File: src/rtl/n_bit_ripple_carry_adder.sv
// Registered n-bit unsigned adder built from a ripple chain of one-bit full adders.
// total carries the (n+1)-bit exact sum one clock after A/B are sampled.

module full_adder (
  input  logic a_i,
  input  logic b_i,
  input  logic cin_i,
  output logic sum_o,
  output logic cout_o
);

  logic axb;

  assign axb    = a_i ^ b_i;
  assign sum_o  = axb ^ cin_i;
  assign cout_o = (a_i & b_i) | (cin_i & axb);

endmodule

module n_bit_ripple_carry_adder #(
  parameter int unsigned n = 8
) (
  input  logic         clk,
  input  logic         rst,
  input  logic [n-1:0] A,
  input  logic [n-1:0] B,
  output logic [n:0]   total
);

  logic [n:0]   carry;
  logic [n-1:0] sum;
  logic [n:0]   total_d;
  logic [n:0]   total_q;

  assign carry[0] = 1'b0;

  for (genvar i = 0; i < n; i++) begin : g_bit
    full_adder u_fa (
      .a_i    (A[i]),
      .b_i    (B[i]),
      .cin_i  (carry[i]),
      .sum_o  (sum[i]),
      .cout_o (carry[i+1])
    );
  end

  // The final carry becomes the MSB, so the result is never truncated.
  assign total_d = {carry[n], sum};

  always_ff @(posedge clk) begin
    if (rst) begin
      total_q <= '0;
    end else begin
      total_q <= total_d;
    end
  end

  assign total = total_q;

endmodule

File: config.mk
export PLATFORM = sky130hd
export DESIGN_NAME = n_bit_ripple_carry_adder
export DESIGN_NICKNAME = d
export VERILOG_FILES = /design/src/rtl/n_bit_ripple_carry_adder.sv
export SDC_FILE = /design/constraint.sdc
export NUM_CORES = 1
export LEC_CHECK = 0
export CAP_MARGIN = 5
export CORE_AREA = 5 5 42 44
export CTS_BUF_LIST = sky130_fd_sc_hd__clkbuf_16
export DETAILED_ROUTE_END_ITERATION = 8
export DIE_AREA = 0 0 47 49
export PLACE_DENSITY = 0.74
export SKIP_CTS_REPAIR_TIMING = 1
export SLEW_MARGIN = 20
export SYNTH_ARGS = -nofsm -noshare
export SYNTH_HDL_FRONTEND = slang
export SYNTH_SLANG_ARGS = --single-unit
File: constraint.sdc
create_clock -name clk -period 12.85 [get_ports clk]
set_clock_uncertainty 0.05 [all_clocks]
set_input_delay 3.2125 -clock clk [delete_from_list [all_inputs] [get_ports clk]]
set_output_delay 3.2125 -clock clk [all_outputs]
set_load 0.005 [all_outputs]
==> qor.yml, run 1 <==
cts:
  cts_htree_levels: 1
  path_clk_slew_ns: 0.04
  numCtsBuffers: 3
  clock_sinks: 9
  cts_root_buf: "sky130_fd_sc_hd__clkbuf_16"
  cts.path.max_buffers: 2
  tritoncts_clock_tree: "done"
routing:
  route.vias.total: 302
  post_drt_via_cell_ratio: 4.027
  wire_per_inst_microns: 11.68
  drcViolationCount: 0
  detail-route-antenna-nets: 0
  drt-pass1-iter-count: 1
  first_iter_violations: 0
  routed_wl_microns: 876
placement:
  number_of_placed_cells_counting_well_taps: 71
  post-place-ws_ns: 5.990
  globalplace.congestion: 0.6894
  post_dp_cell_area_sq_um: 675.6
  io_buffers: 26
sta:
  postLayoutSetupSlackWorst_ns: 6.237
  slew_violations: 0
  timing.slew.headroom: 0.7980
  tns_ns: 0
  max_freq_ghz: 0.1512
  report.final.hold_viol_count: 0
  finalCriticalPeriod_ns: 6.613
  unrepaired_setup_endpoints_after_global_routing: "false"
  worstMarginPinSlew_ns: 0.3021
  setup_viol_count_final: 0
  final.period_utilization: 0.5146
  whs_ns: 3.637
synthesis:
  synth_cells: 29
  yosysWarningCount: 0
  synth_top_family_by_area: "adder cells"
  adder_and_majority_gate_portion_of_the_synthesized_area: 0.3861
  synth.cell_area_sq_um: 395.4
  postSynthRegisterBits: 9
  syn_nets: 55
  ys_seq_area_frac: 0.4557
  synth_xor_area_frac: 0
  synthesis.area_per_instance_sq_um: 13.63
  synth.area.mux_share: 0
  synth.distinct_cells: 6
  synthesized_area_fraction_occupied_by_ao_oa_aoi_and_oai_cells: 0
  synth_simple_gate_area_frac: 0.1297
power:
  power_per_cell_area_mw_per_mm2: 138.8
  post-layout-total-power_uw: 104.7
  vdd_drop_max_v: 0.00004421
  leakage_power_nw: 0.3121
global_routing:
  pin_count_of_the_biggest_net_entering_global_routing: 10
  met3_usage: 0.01476
  gr-max-usage-layer: "met2"
  vias_in_the_first_global_route: 328
  grt-ovfl-total: 0
  grt_use_met2: 0.1584
  groute.layer.met1.usage: 0.09545
  antenna_found_initial: 0
  grt_pass1_wl_microns: 1490
  grtUsageTotal: 0.09964
die:
  fp.coreArea_sq_mm: 0.001401
  die_area_sq_mm: 0.002303
  fp-row-count: 14
  fp.dieH_microns: 49
  dieWidth_microns: 47
  ios: 27
  initial_core_util: 0.2821
cells_and_area:
  final_nets: 86
  num-fill-cells: 140
  layout_commonest_cell: "sky130_fd_sc_hd__clkdlybuf4s50_1"
  final_design_area_no_fill_sq_um: 754.5
  area_growth_pct: 90.82
  largest_register_ffs: 9
  finish.utilization: 0.5384
  final-instance-count-excl-fill: 75
  leading_cell_types_in_the_layout_fill_and_taps_excluded: "sky130_fd_sc_hd__clkdlybuf4s50_1, sky130_fd_sc_hd__dfxtp_1, sky130_fd_sc_hd__nor2b_1, sky130_fd_sc_hd__fa_1, sky130_fd_sc_hd__inv_1"
  drive_above_1_share: 0.05085
  num_antenna_cells: 0
hold_path:
  worst_hold_path.endpoint: "total[7]"
  min-delay-path-class: "input pin to flop"
  cell_count_of_the_worst_hold_path: 4
  hold_path.startpoint: "B[7]"
setup_path:
  timing.setup.critical_path_class: "input pin to flop"
  critPathMaxFanout: 1
  critPathLaunchType: "input pin"
  critPathCaptureType: "flop"
  crit_path_start: "A[0]"
  required_ns: 12.96
  arrival_ns: 6.73
status:
  outcome: "finished, final reports clean"
job:
  drv.max_cap_violation_count: 0
==> how the worst max path moves through the flow <==
stage	endpoint	slack (ns)
3_5_place_dp	total[7]	5.99
6_report	total[7]	6.24
3_3_place_gp	total[7]	6.05
5_1_grt	total[7]	6.07
2_1_floorplan	total[7]	6.56
4_1_cts	total[7]	6.22
==> critical path, cell delays in order <==
cell and delay [ns]:
sky130_fd_sc_hd__clkdlybuf4s50_1 0.40, sky130_fd_sc_hd__ha_1 0.21, sky130_fd_sc_hd__fa_1 0.39, sky130_fd_sc_hd__fa_1 0.40, sky130_fd_sc_hd__fa_1 0.39, sky130_fd_sc_hd__fa_1 0.39, sky130_fd_sc_hd__fa_1 0.40, sky130_fd_sc_hd__fa_1 0.37
sky130_fd_sc_hd__inv_1 0.07, sky130_fd_sc_hd__fa_1 0.40, sky130_fd_sc_hd__nor2_1 0.09
==> layer usage <==
metal | wire length, microns | vias up
li1 | - | 144
met1 | 270 | 139
met2 | 497 | 15
met3 | 63 | 4
met4 | 44 | 0
met5 | 0 | -
==> report_power, final <==
| part | internal (mW) | total [mW] | switching, mW |
|---|---|---|---|
| sequential | 0.0313 | 0.0321 | 0.000730 |
| clock | 0.0405 | 0.0529 | 0.0124 |
| combinational | 0.0136 | 0.0197 | 0.00608 |
==> kinds of logic (layout without fill, tap and decap cells) <==
group | count (synthesis) | count (layout)
fa+ha+maj | 8 | 8
buf+inv | 3 | 33
flops | 9 | 9
simple gates | 9 | 9
==> layout make-up <==
cell class	count	area, sq um	area share
tap	16	20.02	0.02653
sequential	9	180.2	0.2388
inverter	3	11.26	0.01493
multi-input combinational	17	203.9	0.2703
clock buffer	3	75.07	0.09950
timing repair buffer	26	260.3	0.3449
clock inverter	1	3.754	0.004975
==> Yosys cell counts <==
| cell | count | area [sq um] |
|---|---|---|
| sky130_fd_sc_hd__dfxtp_1 | 9 | 180.2 |
| sky130_fd_sc_hd__ha_1 | 1 | 12.51 |
| sky130_fd_sc_hd__fa_1 | 7 | 140.1 |
| sky130_fd_sc_hd__nor2_1 | 2 | 7.510 |
| sky130_fd_sc_hd__nor2b_1 | 7 | 43.79 |
| sky130_fd_sc_hd__inv_1 | 3 | 11.26 |
Note: power is estimated with default switching activity, not from simulation.
==> inputs of run 2 (changes only) <==
CORE_AREA = default   (was 5 5 42 44)
CORE_MARGIN = 5   (was default)
CORE_UTILIZATION = 29   (was default)
DIE_AREA = default   (was 0 0 47 49)
PLACE_DENSITY = 0.76   (was 0.74)
clock period = 5.3 ns   (was 12.85 ns; I/O delays follow)
==> run 2 against run 1 <==
Net effect: die area shrank 4.4%; cell area decreased by 0.17%; wire length is 10% lower; sequential share of layout area about the same; combinational power rose by 140%; critical path depth unchanged; sequential power increased by 140%; critical endpoint unchanged; largest power group unchanged.
==> qor.yml, run 2 (synthesis gave the netlist of run 1 again) <==
status:
  outcome: "finished, final reports clean"
global_routing:
  vias_in_the_first_global_route: 290  # -12%
  antenna_found_initial: 0  # unchanged
  grt-ovfl-total: 0  # unchanged
  pin_count_of_the_biggest_net_entering_global_routing: 10  # unchanged
  grtUsageTotal: 0.07928  # -0.02037
  grt_pass1_wl_microns: 1117  # -25%
cells_and_area:
  leading_cell_types_in_the_layout_fill_and_taps_excluded: "sky130_fd_sc_hd__clkdlybuf4s50_1, sky130_fd_sc_hd__dfxtp_1, sky130_fd_sc_hd__nor2b_1, sky130_fd_sc_hd__fa_1, sky130_fd_sc_hd__inv_1"
  num_antenna_cells: 0  # unchanged
  final_nets: 86  # unchanged
  num-fill-cells: 124  # -11%
  layout_commonest_cell: "sky130_fd_sc_hd__clkdlybuf4s50_1"
  drive_above_1_share: 0.05085  # unchanged
  area_growth_pct: 90.51
  finish.utilization: 0.5788  # +0.04045
  largest_register_ffs: 9  # unchanged
job:
  drv.max_cap_violation_count: 0  # unchanged
cts:
  cts.path.max_buffers: 2  # unchanged
  path_clk_slew_ns: 0.04  # about the same
  numCtsBuffers: 3  # unchanged
  tritoncts_clock_tree: "done"
  clock_sinks: 9  # unchanged
  cts_htree_levels: 1  # unchanged
  cts_root_buf: "sky130_fd_sc_hd__clkbuf_16"
sta:
  final.period_utilization: 0.8843
  worstMarginPinSlew_ns: 0.2738  # -0.02832 ns
  max_freq_ghz: 0.2134
  setup_viol_count_final: 0  # unchanged
  tns_ns: 0  # unchanged
  report.final.hold_viol_count: 0  # unchanged
  postLayoutSetupSlackWorst_ns: 0.6132  # -5.624 ns
  unrepaired_setup_endpoints_after_global_routing: "false"
  finalCriticalPeriod_ns: 4.687
  slew_violations: 0  # unchanged
  timing.slew.headroom: 0.8169  # +0.01894
power:
  power_per_cell_area_mw_per_mm2: 334.8  # +140%
  post-layout-total-power_uw: 252.2  # +140%
  leakage_power_nw: 0.3121  # unchanged
  vdd_drop_max_v: 0.0001465  # +230%
setup_path:
  arrival_ns: 4.80  # -1.93 ns
  crit_path_start: "A[0]"
  required_ns: 5.41  # -7.55 ns
  worst_setup_path_endpoint: "total[7]"
  critPathLaunchType: "input pin"
  critPathCaptureType: "flop"
  critPathMaxFanout: 1  # unchanged
  timing.setup.critical_path_class: "input pin to flop"
placement:
  io_buffers: 26  # unchanged
  globalplace.congestion: 0.6792  # -1.5%
  post-place-ws_ns: 0.3741  # -5.616 ns
die:
  dieWidth_microns: 46.93  # -0.16%
  fp-row-count: 13  # -1
  die_area_sq_mm: 0.002202  # -4.4%
  fp.dieH_microns: 46.93  # -4.2%
  fp.coreArea_sq_mm: 0.001301  # -7.1%
  ios: 27  # unchanged
  initial_core_util: 0.3038  # +0.02170
routing:
  drcViolationCount: 0  # unchanged
  first_iter_violations: 0  # unchanged
  routed_wl_microns: 785  # -10%
  post_drt_via_cell_ratio: 4.054  # +0.68%
  drt-pass1-iter-count: 1  # unchanged
  wire_per_inst_microns: 10.61  # -9.2%
  route.vias.total: 300  # -0.66%
  detail-route-antenna-nets: 0  # unchanged
hold_path:
  min-delay-path-class: "input pin to flop"
## run 2: cell counts in the layout (fill, tap and decap cells not counted)
Identical to the previous run, type by type.
## run 2: worst max-delay path, stage by stage
cell,delay (ns)
sky130_fd_sc_hd__clkdlybuf4s50_1,0.41
sky130_fd_sc_hd__ha_1,0.21
sky130_fd_sc_hd__fa_1,0.37
sky130_fd_sc_hd__fa_1,0.38
sky130_fd_sc_hd__fa_1,0.39
sky130_fd_sc_hd__fa_1,0.40
sky130_fd_sc_hd__fa_1,0.39
sky130_fd_sc_hd__fa_1,0.37
sky130_fd_sc_hd__inv_1,0.07
sky130_fd_sc_hd__fa_1,0.40
sky130_fd_sc_hd__nor2_1,0.08
## run 2: final cells by class
| class | count | area [sq um] | share of cell area |
|---|---|---|---|
| clock buffers | 3 | 75.07 | 0.09967 |
| clock inverters | 1 | 3.754 | 0.004983 |
| inverters | 3 | 11.26 | 0.01495 |
| flip-flops and latches | 9 | 180.2 | 0.2392 |
| well taps | 15 | 18.77 | 0.02492 |
| multi-input cells | 17 | 203.9 | 0.2708 |
| repair buffers | 26 | 260.3 | 0.3455 |
## run 2: where the power goes
part	leakage, nW	internal, mW	switching (mW)
sequential	0.0750	0.0760	0.00215
clock	0.0423	0.0982	0.0288
combinational	0.195	0.0326	0.0144
## run 2: worst min-delay path by stage
stage | start | endpoint | slack, ns | depth (start not counted)
floorplan | rst | total[0] | 1.35 | 1
global placement | total[4] | total[4] | 1.98 | 1
detailed placement | total[5] | total[5] | 1.98 | 1
CTS | A[7] | total[7] | 1.76 | 4
global route | B[7] | total[7] | 1.79 | 4
finish | B[7] | total[7] | 1.76 | 4
## run 2: through the flow
| step | hold slack (ns) | instances | instance area [sq um] |
|---|---|---|---|
| finish | 1.755 | 74 | 753.2 |
| global route | 1.787 | 74 | 753.2 |
| CTS | 1.761 | 74 | 753.2 |
| detailed placement | 1.979 | 70 | 674.4 |
| global placement | 1.978 | 70 | 674.4 |
| floorplan | 1.347 | 29 | 395.4 |
## run 2: routing by layer
metal,share of wire,up-vias,wire length (microns),GRT usage
met5,0,-,0,0
met1,0.37,135,294,0.08038
met3,0.10,2,82,0.01149
met2,0.49,18,388,0.1328
li1,-,145,-,-
met4,0.024,0,19,0.08287
==> inputs of run 3 (changes only) <==
CORE_AREA = 5 5 42 44   (was default)
CORE_MARGIN = default   (was 5)
CORE_UTILIZATION = default   (was 29)
DIE_AREA = 0 0 47 49   (was default)
DONT_BUFFER_PORTS = 1   (was default)
GPL_ROUTABILITY_DRIVEN = 0   (was default)
PLACE_DENSITY = 0.5   (was 0.76)
==> run 3 against run 2 <==
Net effect: global-route usage is 0.88 points lower; clock power about the same; maximum frequency increased by 9.6%; cell area decreased by 34%; critical endpoint unchanged; highest routed layer is now met3.
==> qor.yml, run 3 (synthesis gave the netlist of run 1 again) <==
status:
  outcome: "finished, final reports clean"
sta:
  postLayoutSetupSlackWorst_ns: 1.025  # +0.4117 ns
  final.period_utilization: 0.8066  # -0.07767
  slew_violations: 0  # unchanged
  worstMarginPinSlew_ns: 0.1027  # -0.1711 ns
  max_freq_ghz: 0.2339  # +9.6%
  unrepaired_setup_endpoints_after_global_routing: "false"
  finalCriticalPeriod_ns: 4.275  # -0.4117 ns
  timing.slew.headroom: 0.9314  # +0.1145
  tns_ns: 0  # unchanged
  setup_viol_count_final: 0  # unchanged
  report.final.hold_viol_count: 0  # unchanged
die:
  ios: 27  # unchanged
  fp.dieH_microns: 49  # +4.4%
  fp-row-count: 14  # +1
  fp.coreArea_sq_mm: 0.001401  # +7.7%
  die_area_sq_mm: 0.002303  # +4.6%
  dieWidth_microns: 47  # +0.16%
  initial_core_util: 0.2821  # -0.02170
routing:
  drcViolationCount: 0  # unchanged
  routed_wl_microns: 663  # -16%
  detail-route-antenna-nets: 0  # unchanged
  drt-pass1-iter-count: 2  # +1
  wire_per_inst_microns: 13.53  # +28%
  route.vias.total: 194  # -35%
  post_drt_via_cell_ratio: 3.959  # -2.3%
  first_iter_violations: 3  # +3
setup_path:
  critPathCaptureType: "flop"
  critPathMaxFanout: 1  # unchanged
  timing.setup.critical_path_class: "input pin to flop"
  crit_path_start: "A[0]"
  cp_common_cell: "sky130_fd_sc_hd__fa_1"
  worstPathCellList: "ha_1, fa_1, fa_1, fa_1, fa_1, fa_1, fa_1, inv_1, fa_1, nor2_1"
  arrival_ns: 4.39  # -0.41 ns
  critPathLaunchType: "input pin"
  required_ns: 5.42  # about the same
  cpMaxStageDelayCell: "sky130_fd_sc_hd__fa_1"
  cp_slowest_stage_delay_ns: 0.41  # about the same
cells_and_area:
  seq_area_sq_um: 180.2  # unchanged
  area_of_combinational_cells_with_multiple_inputs_sq_um: 203.9  # unchanged
  largest_register_ffs: 9  # unchanged
  area_growth_pct: 25.00
  leading_cell_types_in_the_layout_fill_and_taps_excluded: "sky130_fd_sc_hd__dfxtp_1, sky130_fd_sc_hd__nor2b_1, sky130_fd_sc_hd__fa_1"
  final_nets: 60  # -30%
  drive_above_1_share: 0.09091  # +0.04006
  num_antenna_cells: 0  # unchanged
  layout_commonest_cell: "sky130_fd_sc_hd__dfxtp_1"
  num-fill-cells: 149  # +20%
global_routing:
  grt_pass1_wl_microns: 1090  # -2.4%
  grt_use_met2: 0.1018  # -0.03098
  gr-max-usage-layer: "met2"
  grtUsageTotal: 0.07051  # -0.008765
  met3_usage: 0.03321  # +0.02172
  pin_count_of_the_biggest_net_entering_global_routing: 10  # unchanged
  antenna_found_initial: 0  # unchanged
  groute.layer.met1.usage: 0.06834  # -0.01204
  vias_in_the_first_global_route: 283  # -2.4%
  grt-ovfl-total: 0  # unchanged
cts:
  cts.path.max_buffers: 2  # unchanged
  clock_sinks: 9  # unchanged
  cts_root_buf: "sky130_fd_sc_hd__clkbuf_16"
  numCtsBuffers: 3  # unchanged
  path_clk_slew_ns: 0.04  # about the same
  tritoncts_clock_tree: "done"
  cts_htree_levels: 1  # unchanged
power:
  leakage_power_nw: 0.2128  # -32%
  power_per_cell_area_mw_per_mm2: 451.0  # +35%
  vdd_drop_max_v: 0.0001228  # -16%
placement:
  io_buffers: 0  # -100%
  post-place-ws_ns: 0.7724  # +0.3983 ns
hold_path:
  hold_path.startpoint: "rst"
  min-delay-path-class: "input pin to flop"
job:
  drv.max_cap_violation_count: 0  # unchanged
run 3: final timing paths:
check | slack (ns) | to | depth (start not counted)
min | 1.11 | total[1] | 1
max | 1.02 | total[7] | 10
run 3: through the flow:
stage	utilization	hold slack [ns]	instance area, sq um	total power [mW]	instances
global placement	0.2964	1.350	415.4	0.09735	45
finish	0.3527	1.112	494.2	0.2229	49
global route	0.3527	1.108	494.2	0.2337	49
floorplan	-	1.347	395.4	0.09318	29
CTS	0.3527	1.110	494.2	0.2259	49
detailed placement	0.2964	1.349	415.4	0.09842	45
run 3: worst max-delay path: cells and delay by family:
| family | cells | cell delay, ns |
|---|---|---|
| buf+inv | 1 | 0.08 |
| simple gates | 1 | 0.09 |
| fa+ha+maj | 8 | 2.91 |
run 3: layout make-up:
cell class | instances | area share
Tap cell | 16 | 0.04051
Sequential cell | 9 | 0.3646
Multi-Input combinational cell | 17 | 0.4127
Clock inverter | 1 | 0.007595
Inverter | 3 | 0.02278
Clock buffer | 3 | 0.1519
run 3: where the power goes:
group / switching, mW / internal (mW) / leakage [nW]
registers: 0.00401 / 0.0762 / 0.0750
logic: 0.00661 / 0.00925 / 0.0954
clock network: 0.0287 / 0.0982 / 0.0423
total: 0.0393 / 0.184 / 0.213
run 3: routing by layer:
metal | up-vias | part of all wire
met5 | - | 0
met1 | 87 | 0.35
met2 | 15 | 0.55
met4 | 0 | 0
met3 | 0 | 0.10
li1 | 92 | -
